[src/rtl/lcd_cmd_seq.sv]
// ----------------------------------------------------------------------------
// lcd_cmd_seq
//
// Controller for the 32-entry LCD command register bank. It owns the bank's
// write side (sel_in plus a held 24-bit command word on ctrl_out) and its read
// side (sel_out). It replays the stored command list to the LCD interface
// engine one entry at a time, using a lcd_start/lcd_done handshake, an idle gap
// after each command and a per-command timeout.
//
// Parameters:
//   GAP_CYCLES     idle clocks after each completed command (0 = no gap)
//   TIMEOUT_CYCLES clocks to wait for lcd_done before aborting (16-bit counter)
//
// Ports:
//   clk, reset   system clock, asynchronous active-high reset
//   host_we      one-cycle request to append host_data to the list
//   host_data    command word {addr[23:16], ctrl[15:8], data[7:0]}
//   host_clear   one-cycle request to empty the list (ignored while running)
//   host_start   one-cycle request to replay entries 0..cmd_count-1
//   host_ack     one-cycle pulse, write accepted
//   cmd_count    number of stored commands, 0..32
//   full         cmd_count == 32
//   overflow     sticky, a write was dropped because the list was full
//   running      sequencer is not idle
//   seq_done     one-cycle pulse, sequence finished or aborted
//   timeout_err  sticky, last sequence aborted on timeout
//   ctrl_out     command word driven to the bank's ctrl_in
//   sel_in       bank write index
//   sel_out      bank read index
//   lcd_start    one-cycle strobe to the LCD engine, bank outputs valid
//   lcd_done     one-cycle pulse from the LCD engine, command completed
// ----------------------------------------------------------------------------
module lcd_cmd_seq #(
    parameter int GAP_CYCLES     = 50,
    parameter int TIMEOUT_CYCLES = 65535
) (
    input  logic        clk,
    input  logic        reset,
    input  logic        host_we,
    input  logic [23:0] host_data,
    input  logic        host_clear,
    input  logic        host_start,
    output logic        host_ack,
    output logic [5:0]  cmd_count,
    output logic        full,
    output logic        overflow,
    output logic        running,
    output logic        seq_done,
    output logic        timeout_err,
    output logic [23:0] ctrl_out,
    output logic [4:0]  sel_in,
    output logic [4:0]  sel_out,
    output logic        lcd_start,
    input  logic        lcd_done
);

    localparam logic [15:0] TIMEOUT_LAST = 16'(TIMEOUT_CYCLES - 1);
    localparam logic [15:0] GAP_LAST     = (GAP_CYCLES > 0) ? 16'(GAP_CYCLES - 1) : 16'd0;
    localparam bit          HAS_GAP      = (GAP_CYCLES > 0);

    typedef enum logic [2:0] {
        IDLE,
        LOAD,
        STROBE,
        WAIT,
        GAP,
        NEXT
    } state_t;

    state_t      state;
    state_t      state_nxt;
    logic [5:0]  idx;
    logic [15:0] cnt;

    logic write_ok;
    logic write_full;
    logic clear_ok;
    logic start_ok;
    logic start_run;
    logic done_seen;
    logic time_up;
    logic gap_end;
    logic last_cmd;
    logic lcd_start_nxt;
    logic seq_done_nxt;

    assign full    = (cmd_count == 6'd32);
    assign running = (state != IDLE);

    // State register; reset drops the sequencer straight back to IDLE.
    always_ff @(posedge clk or posedge reset) begin
        if (reset) begin
            state <= IDLE;
        end else begin
            state <= state_nxt;
        end
    end

    // Next-state logic. One cycle in LOAD gives the bank time to register
    // its outputs for the freshly changed sel_out before the strobe.
    always_comb begin
        state_nxt = state;
        case (state)
            IDLE: begin
                if (start_run) begin
                    state_nxt = LOAD;
                end
            end
            LOAD:   state_nxt = STROBE;
            STROBE: state_nxt = WAIT;
            WAIT: begin
                if (lcd_done) begin
                    state_nxt = HAS_GAP ? GAP : NEXT;
                end else if (time_up) begin
                    state_nxt = IDLE;
                end
            end
            GAP: begin
                if (gap_end) begin
                    state_nxt = NEXT;
                end
            end
            NEXT: begin
                state_nxt = last_cmd ? IDLE : LOAD;
            end
            default: state_nxt = IDLE;
        endcase
    end

    // Output/decision logic. Host writes and clears are only honoured while
    // idle; a clear in the same cycle as a write wins and drops the write.
    always_comb begin
        write_ok      = host_we && (state == IDLE) && !full && !host_clear;
        write_full    = host_we && (state == IDLE) && full && !host_clear;
        clear_ok      = host_clear && (state == IDLE);
        start_ok      = host_start && (state == IDLE);
        start_run     = start_ok && (cmd_count != 6'd0);
        done_seen     = (state == WAIT) && lcd_done;
        time_up       = (state == WAIT) && !lcd_done && (cnt == TIMEOUT_LAST);
        gap_end       = (state == GAP) && (cnt == GAP_LAST);
        last_cmd      = (state == NEXT) && (idx == cmd_count);
        lcd_start_nxt = (state == STROBE);
        seq_done_nxt  = (start_ok && (cmd_count == 6'd0)) || time_up || last_cmd;
    end

    // Write side of the bank. The bank rewrites entry sel_in every clock, so
    // sel_in and ctrl_out move together and otherwise hold; a clear leaves
    // them alone so the last stored entry keeps its value.
    always_ff @(posedge clk or posedge reset) begin
        if (reset) begin
            host_ack  <= 1'b0;
            ctrl_out  <= 24'd0;
            sel_in    <= 5'd0;
            cmd_count <= 6'd0;
            overflow  <= 1'b0;
        end else begin
            host_ack <= write_ok;
            if (clear_ok) begin
                cmd_count <= 6'd0;
                overflow  <= 1'b0;
            end else if (write_ok) begin
                ctrl_out  <= host_data;
                sel_in    <= cmd_count[4:0];
                cmd_count <= cmd_count + 6'd1;
            end else if (write_full) begin
                overflow <= 1'b1;
            end
        end
    end

    // Read side and handshake registers. idx is one bit wider than sel_out so
    // that a full list of 32 can be detected as idx == cmd_count; sel_out only
    // ever takes indices that are still to be replayed, so it holds the last
    // entry read once the sequence ends.
    always_ff @(posedge clk or posedge reset) begin
        if (reset) begin
            idx         <= 6'd0;
            sel_out     <= 5'd0;
            lcd_start   <= 1'b0;
            seq_done    <= 1'b0;
            timeout_err <= 1'b0;
        end else begin
            lcd_start <= lcd_start_nxt;
            seq_done  <= seq_done_nxt;
            if (start_ok) begin
                timeout_err <= 1'b0;
            end else if (time_up) begin
                timeout_err <= 1'b1;
            end
            if (start_run) begin
                idx     <= 6'd0;
                sel_out <= 5'd0;
            end else if (done_seen) begin
                idx <= idx + 6'd1;
            end else if ((state == NEXT) && !last_cmd) begin
                sel_out <= idx[4:0];
            end
        end
    end

    // Shared counter: measures the wait for lcd_done, then the inter-command
    // gap. It restarts on the strobe and again when the command completes.
    always_ff @(posedge clk or posedge reset) begin
        if (reset) begin
            cnt <= 16'd0;
        end else if (state == STROBE) begin
            cnt <= 16'd0;
        end else if (state == WAIT) begin
            cnt <= lcd_done ? 16'd0 : cnt + 16'd1;
        end else if (state == GAP) begin
            cnt <= cnt + 16'd1;
        end
    end

endmodule

[config.mk]
export PLATFORM = sky130hd
export DESIGN_NAME = lcd_cmd_seq
export DESIGN_NICKNAME = d
export VERILOG_FILES = /design/src/rtl/lcd_cmd_seq.sv
export SDC_FILE = /design/constraint.sdc
export NUM_CORES = 1
export LEC_CHECK = 0
export BUFFER_PORTS_ARGS = -buffer_cell sky130_fd_sc_hd__buf_2
export CORE_ASPECT_RATIO = 1.25
export CORE_MARGIN = 2
export CORE_UTILIZATION = 40
export CTS_CLUSTER_SIZE = 16
export DETAILED_ROUTE_END_ITERATION = 10
export GPL_TIMING_DRIVEN = 0
export PLACE_DENSITY = 0.59
export SYNTH_ARGS = -nofsm -noshare
export SYNTH_HDL_FRONTEND = slang
export SYNTH_SLANG_ARGS = --single-unit
[constraint.sdc]
create_clock -name clk -period 2.8 [get_ports clk]
set_input_delay 0.56 -clock clk [delete_from_list [all_inputs] [get_ports clk]]
set_output_delay 0.56 -clock clk [all_outputs]
set_load 0.03 [all_outputs]
Yosys cells after proc, flatten, opt, wreduce, memory -nomap -nowiden

Index checks and enable logic that the tools add are counted.
W data, S select, Z words.

Input port bits: 30
Output and inout port bits: 47
Memory bits (writable): 0
Bits in read-only memories: 0
Word-level logic and storage cells: 87
Register bits: 70
Latch bits: 0
Memories kept: 0

$mul: 0
Equality and inequality tests: 14
Mux-type cells: 22
Order comparisons: 0
Shift-type cells: 0
Bitwise logic cells: 1
Reductions and logical operators: 35
Div/mod/pow operators: 0
Add/sub/neg operators: 3

Operators by type and width:

| kind                    | count |
|---|---|
| $mux W16                | 4 |
| $mux W6                 | 4 |
| $pmux W3 S6             | 1 |
| $add A16 B1 Y16 const B | 1 |
| $eq A16 B16 Y1 const B  | 1 |
| $eq A16 B6 Y1 const B   | 1 |
| $logic_and A1 B1 Y1     | 15 |
| $mux W5                 | 3 |
| $add A6 B1 Y6 const B   | 2 |
| $mux W3                 | 4 |
| $reduce_bool A2 Y1      | 5 |
| $eq A3 B2 Y1 const B    | 2 |
| $eq A3 B3 Y1 const B    | 2 |
| $eq A6 B6 Y1            | 1 |
| $eq A6 B6 Y1 const B    | 1 |
| $logic_not A6 Y1        | 1 |
| $mux W1                 | 6 |
| $ne A2 B2 Y1 const B    | 3 |
| $reduce_and A2 Y1       | 3 |
| $reduce_bool A3 Y1      | 2 |
| $reduce_bool A6 Y1      | 1 |
| $logic_not A1 Y1        | 4 |
| $eq A3 B1 Y1 const B    | 1 |
| $logic_not A3 Y1        | 1 |
| 5 further kinds         | 6 |

Longest topological paths before layout

Word-level depth: 7
Gate-level depth with buffers: 8
Depth with buffers taken out: 6

Worst setup path after synthesis

OpenSTA, ideal clock, no wires.

Path type: flip-flop to output port
Start point: reg cmd_count[0]
End point: out full
Path buffers: 0
Slack: 0.509 ns
Data required time: 2.240 ns
Arrival: 1.731 ns
Stages on the path, launching flop included: 5
Cell sequence: dfrtp_1 inv_1 ha_1 or4b_4 nor2_1

Cells in the longest elaborated chain, start to end: 1

RTL lines:

| element                | line | text |
|---|---|---|
| from (decl)            | 44   | `output logic [5:0] cmd_count,` |
| from (signal assigned) | 164  | `cmd_count <= cmd_count + 6'd1;` |
| $eq A6 B6 Y1           | 87   | `assign full = (cmd_count == 6'd32);` |
| to (decl)              | 45   | `output logic full,` |

No other way between the ends.

Final worst setup path

Same ends and word-level chain as after synthesis.

==> metrics.log <==
[metrics] outcome: completed
[metrics] number of distinct library cells after synthesis: 47
[metrics] cell chosen for the clock root: sky130_fd_sc_hd__clkbuf_8
[metrics] First-pass DRT Iterations: 4
[metrics] clock tree from TritonCTS: yes
[metrics] final-stage net count: 415
[metrics] antenna viol nets, final: 0
[metrics] Fin Clk Skew: 0.008520 ns
[metrics] Syn Inst Count: 292
[metrics] sequential share of power: 0.369
[metrics] Final Wtd Congestion: approximately 0.76
[metrics] arrival time worst endpoint: 1.97 ns
[metrics] kind of capture point of the worst setup path: output port
[metrics] largest net degree at the start of global routing: 71
[metrics] share of the synthesized area in the top cell type: 0.5164
[metrics] class of the tightest hold or removal check: in2async
[metrics] most common cell after layout, fill and taps aside: sky130_fd_sc_hd__buf_2
[metrics] growth of design area from synthesis to finish: 20.40%
[metrics] final worst setup slack: roughly 0.27 ns
[metrics] worst setup slack before clock tree synthesis: 0.5948 ns
[metrics] Seq. cell area: 1752 µm²
[metrics] # diodes: 0
[metrics] top fanout value on the critical path: 7
[metrics] RSZ-0062 raised after global routing: false
[metrics] hold_buf cts: 0
[metrics] clock insertion delay at the later pin of the skew report: 0.34 ns
[metrics] number of maximum-capacitance violations: 0
[metrics] Syn Area/Cell: between 10 and 15 µm²
[metrics] layout cell share with drive strength beyond 1: 0.3394
[metrics] number of nets in the synthesized netlist: ~330
[metrics] CTS sink count: 70
[metrics] DRT iter0 DRCs: 187
[metrics] minimum clock period: around 2.5 ns
[metrics] launching element type of the critical path: register
[metrics] share of the yosys chip area belonging to registers: 0.5164
[metrics] count of state elements after synthesis: 70
[metrics] number of placed I/O pins: 77
[metrics] aggregate routed wire length: 6.973 mm
[metrics] switch share: 0.4182
[metrics] post-synthesis instance area: around 3400 µm²
[metrics] Hold WS: 0.3910 ns
[metrics] GRT Overall Usage: 0.1574
[metrics] Die Y: 107.0 µm
[metrics] area occupied by multi-input gates: 1511 µm²
[metrics] Detailed Place HPWL: 4.883 mm
[metrics] clock network fraction of total power: 0.187
[metrics] H-tree lvl count: 3
[metrics] placeable core region: 8240 µm²
[metrics] period utilization: 0.9039
[metrics] starting density of the core: 0.4116
[metrics] Register-to-Register Path Depth: 5
[metrics] number of placement rows: 37
[metrics] number of buffers inserted to repair setup after CTS: 0
[metrics] IR Drop Worst-Case VDD: 0.3627 mV
[metrics] Internal Power: 2.464 mW
[metrics] worst slew margin relative to its limit: 0.3914
[metrics] via count of the routed design: 2459
[metrics] Fin. Hold Viols: 0
[metrics] number of gates resized after CTS: 0
[metrics] via count of the first global-routing pass: ~2400
[metrics] leakage power: 2.038 nW
[metrics] Fill cells: a little under 800
[metrics] power per cell area: 1037 nW/µm²
[metrics] reported net switching power: 1.771 mW
[metrics] ys async rst share: 1.000
[metrics] Remaining Overflow, GRT: 0
[metrics] Horiz. Die Dim: roughly 86 µm
[metrics] number of buffers created by CTS: 9
[metrics] worst-margin pin slew: 0.9059 ns
[metrics] Final setup viols: 0
[metrics] clock transition at the register clock pins on the worst setup and hold paths after CTS: 0.08 ns
[metrics] path type of the worst setup path: reg2out
[metrics] top flip-flop cell by instance count after synthesis: sky130_fd_sc_hd__dfrtp_1
[metrics] R2R Setup Slk: 0.56 ns
[metrics] cell types with the largest area share after synthesis: sky130_fd_sc_hd__dfrtp_1, sky130_fd_sc_hd__mux2_4, sky130_fd_sc_hd__xor2_1
[metrics] CP required: 2.24 ns
[metrics] Port Buffers: 76
[metrics] EDFF count, synth: 0
[metrics] most area-hungry cell type in the Yosys netlist: sky130_fd_sc_hd__dfrtp_1
[metrics] vias per cell: between 5 and 6
[metrics] floorplan die area: 9237 µm²
[metrics] global-route wire length before repair: 11.45 mm
[metrics] achievable clock frequency: 395.1 MHz
[metrics] total negative setup slack: 0 ns
[metrics] number of DRC violations after detailed routing: 0
[metrics] overall power consumption: 4.235 mW
[metrics] final slew viol count: 0
[metrics] Bufs on Longest Clock Path: 2
[metrics] number of warnings issued by yosys: 0
[metrics] destination of the worst register-to-register timing path: ctrl_out[2]$_DFFE_PP0P_
[metrics] commonest non-fill, non-tap cells in the layout: sky130_fd_sc_hd__buf_2, sky130_fd_sc_hd__dfrtp_1, sky130_fd_sc_hd__nor2_1
[metrics] Logic pwr share: 0.445
[metrics] start of the worst register-to-register path: state[2]$_DFFE_PP0P_
[metrics] initial antenna violation count: 0
[metrics] post-DR wirelength/cell: 14.53 µm
[synthesized netlist by cell type, drive strengths merged (2+ instances only)]
| cell | count |
|---|---|
| inv | 14 |
| and4 | 3 |
| a21o | 2 |
| buf | 5 |
| nand4 | 5 |
| or4 | 2 |
| nand3b | 3 |
| o21ai | 13 |
| a21oi | 11 |
| nand3 | 7 |
| o211ai | 4 |
| xnor2 | 7 |
| dfrtp | 70 |
| nor3 | 2 |
| nand2b | 2 |
| nand2 | 16 |
| ha | 6 |
| and3 | 4 |
| nor2b | 3 |
| mux2i | 7 |
| xor2 | 14 |
| o2111ai | 5 |
| or3 | 8 |
| nor4 | 3 |
| mux2 | 28 |
| nor2 | 25 |
| clkbuf | 7 |
[power groups by stage]
stage | logic, mW | registers (mW) | clock network (mW)
2_1_floorplan | 0.912 | 2.06 | 0
3_3_place_gp | 1.88 | 1.57 | 0
3_5_place_dp | 1.89 | 1.58 | 0
4_1_cts | 1.91 | 1.56 | 0.811
5_1_grt | 2.04 | 1.61 | 0.860
6_report | 1.88 | 1.56 | 0.790
[critical path, cell delays in order (launching register included)]
cell and delay, ns:
sky130_fd_sc_hd__dfrtp_1 0.48, sky130_fd_sc_hd__inv_1 0.14, sky130_fd_sc_hd__ha_1 0.14, sky130_fd_sc_hd__or4b_4 0.50, sky130_fd_sc_hd__nor2_1 0.15, sky130_fd_sc_hd__buf_2 0.23
[registers in the layout (all words and copies together), names as in the netlist]
register	flops
sel_in	5
overflow	1
idx	6
cmd_count	6
sel_out	5
cnt	16
timeout_err	1
lcd_start	1
state	3
seq_done	1
ctrl_out	24
host_ack	1
[area by class of cell]
class,count,share of cell area
Multi-Input combinational cell,196,0.3701
Clock inverter,6,0.01562
Sequential cell,70,0.4289
Tap cell,97,0.02972
Timing Repair Buffer,76,0.09314
Buffer,12,0.01869
Inverter,14,0.01348
Clock buffer,9,0.03033
[layer usage]
layer,vias up,track usage,share of wire
li1,1208,-,-
met1,1180,0.2113,0.47
met2,62,0.2412,0.46
met3,9,0.04157,0.049
met4,0,0.06362,0.017
met5,-,0,0
[logic make-up (layout without fill, tap and decap cells)]
group / count (synthesis) / count (layout) / synth area share
multiplexers: 35 / 35 / 0.1391
AO/OA/AOI/OAI: 44 / 44 / 0.08705
XOR/XNOR: 21 / 21 / 0.05422
flip-flops: 70 / 70 / 0.5164
buffers and inverters: 26 / 117 / 0.03799
adder cells (fa/ha/maj): 6 / 6 / 0.02213
AND/OR/NAND/NOR: 90 / 90 / 0.1431
[through the flow]
stage / instance area [µm²] / cells / util
finish: 4084 / 480 / 0.4956
global route: 4084 / 480 / 0.4956
detailed placement: 3896 / 465 / 0.4728
floorplan: 3392 / 292 / -
CTS: 4084 / 480 / 0.4956
global placement: 3894 / 465 / 0.4725
[how the worst max path moves through the flow]
stage,from,end,slack (ns),cells past startpoint
after detailed placement,cmd_count[0]$_DFFE_PP0P_,ctrl_out[1]$_DFFE_PP0P_,0.59,7
after CTS,cmd_count[0]$_DFFE_PP0P_,full,0.26,5
after floorplan,reset,cmd_count[0]$_DFFE_PP0P_,0.47,1
after global routing,cmd_count[0]$_DFFE_PP0P_,full,0.16,5
after global placement,reset,sel_out[2]$_DFFE_PP0P_,-0.45,2
final,cmd_count[0]$_DFFE_PP0P_,full,0.27,5
Power figures use the tool's default switching activity.
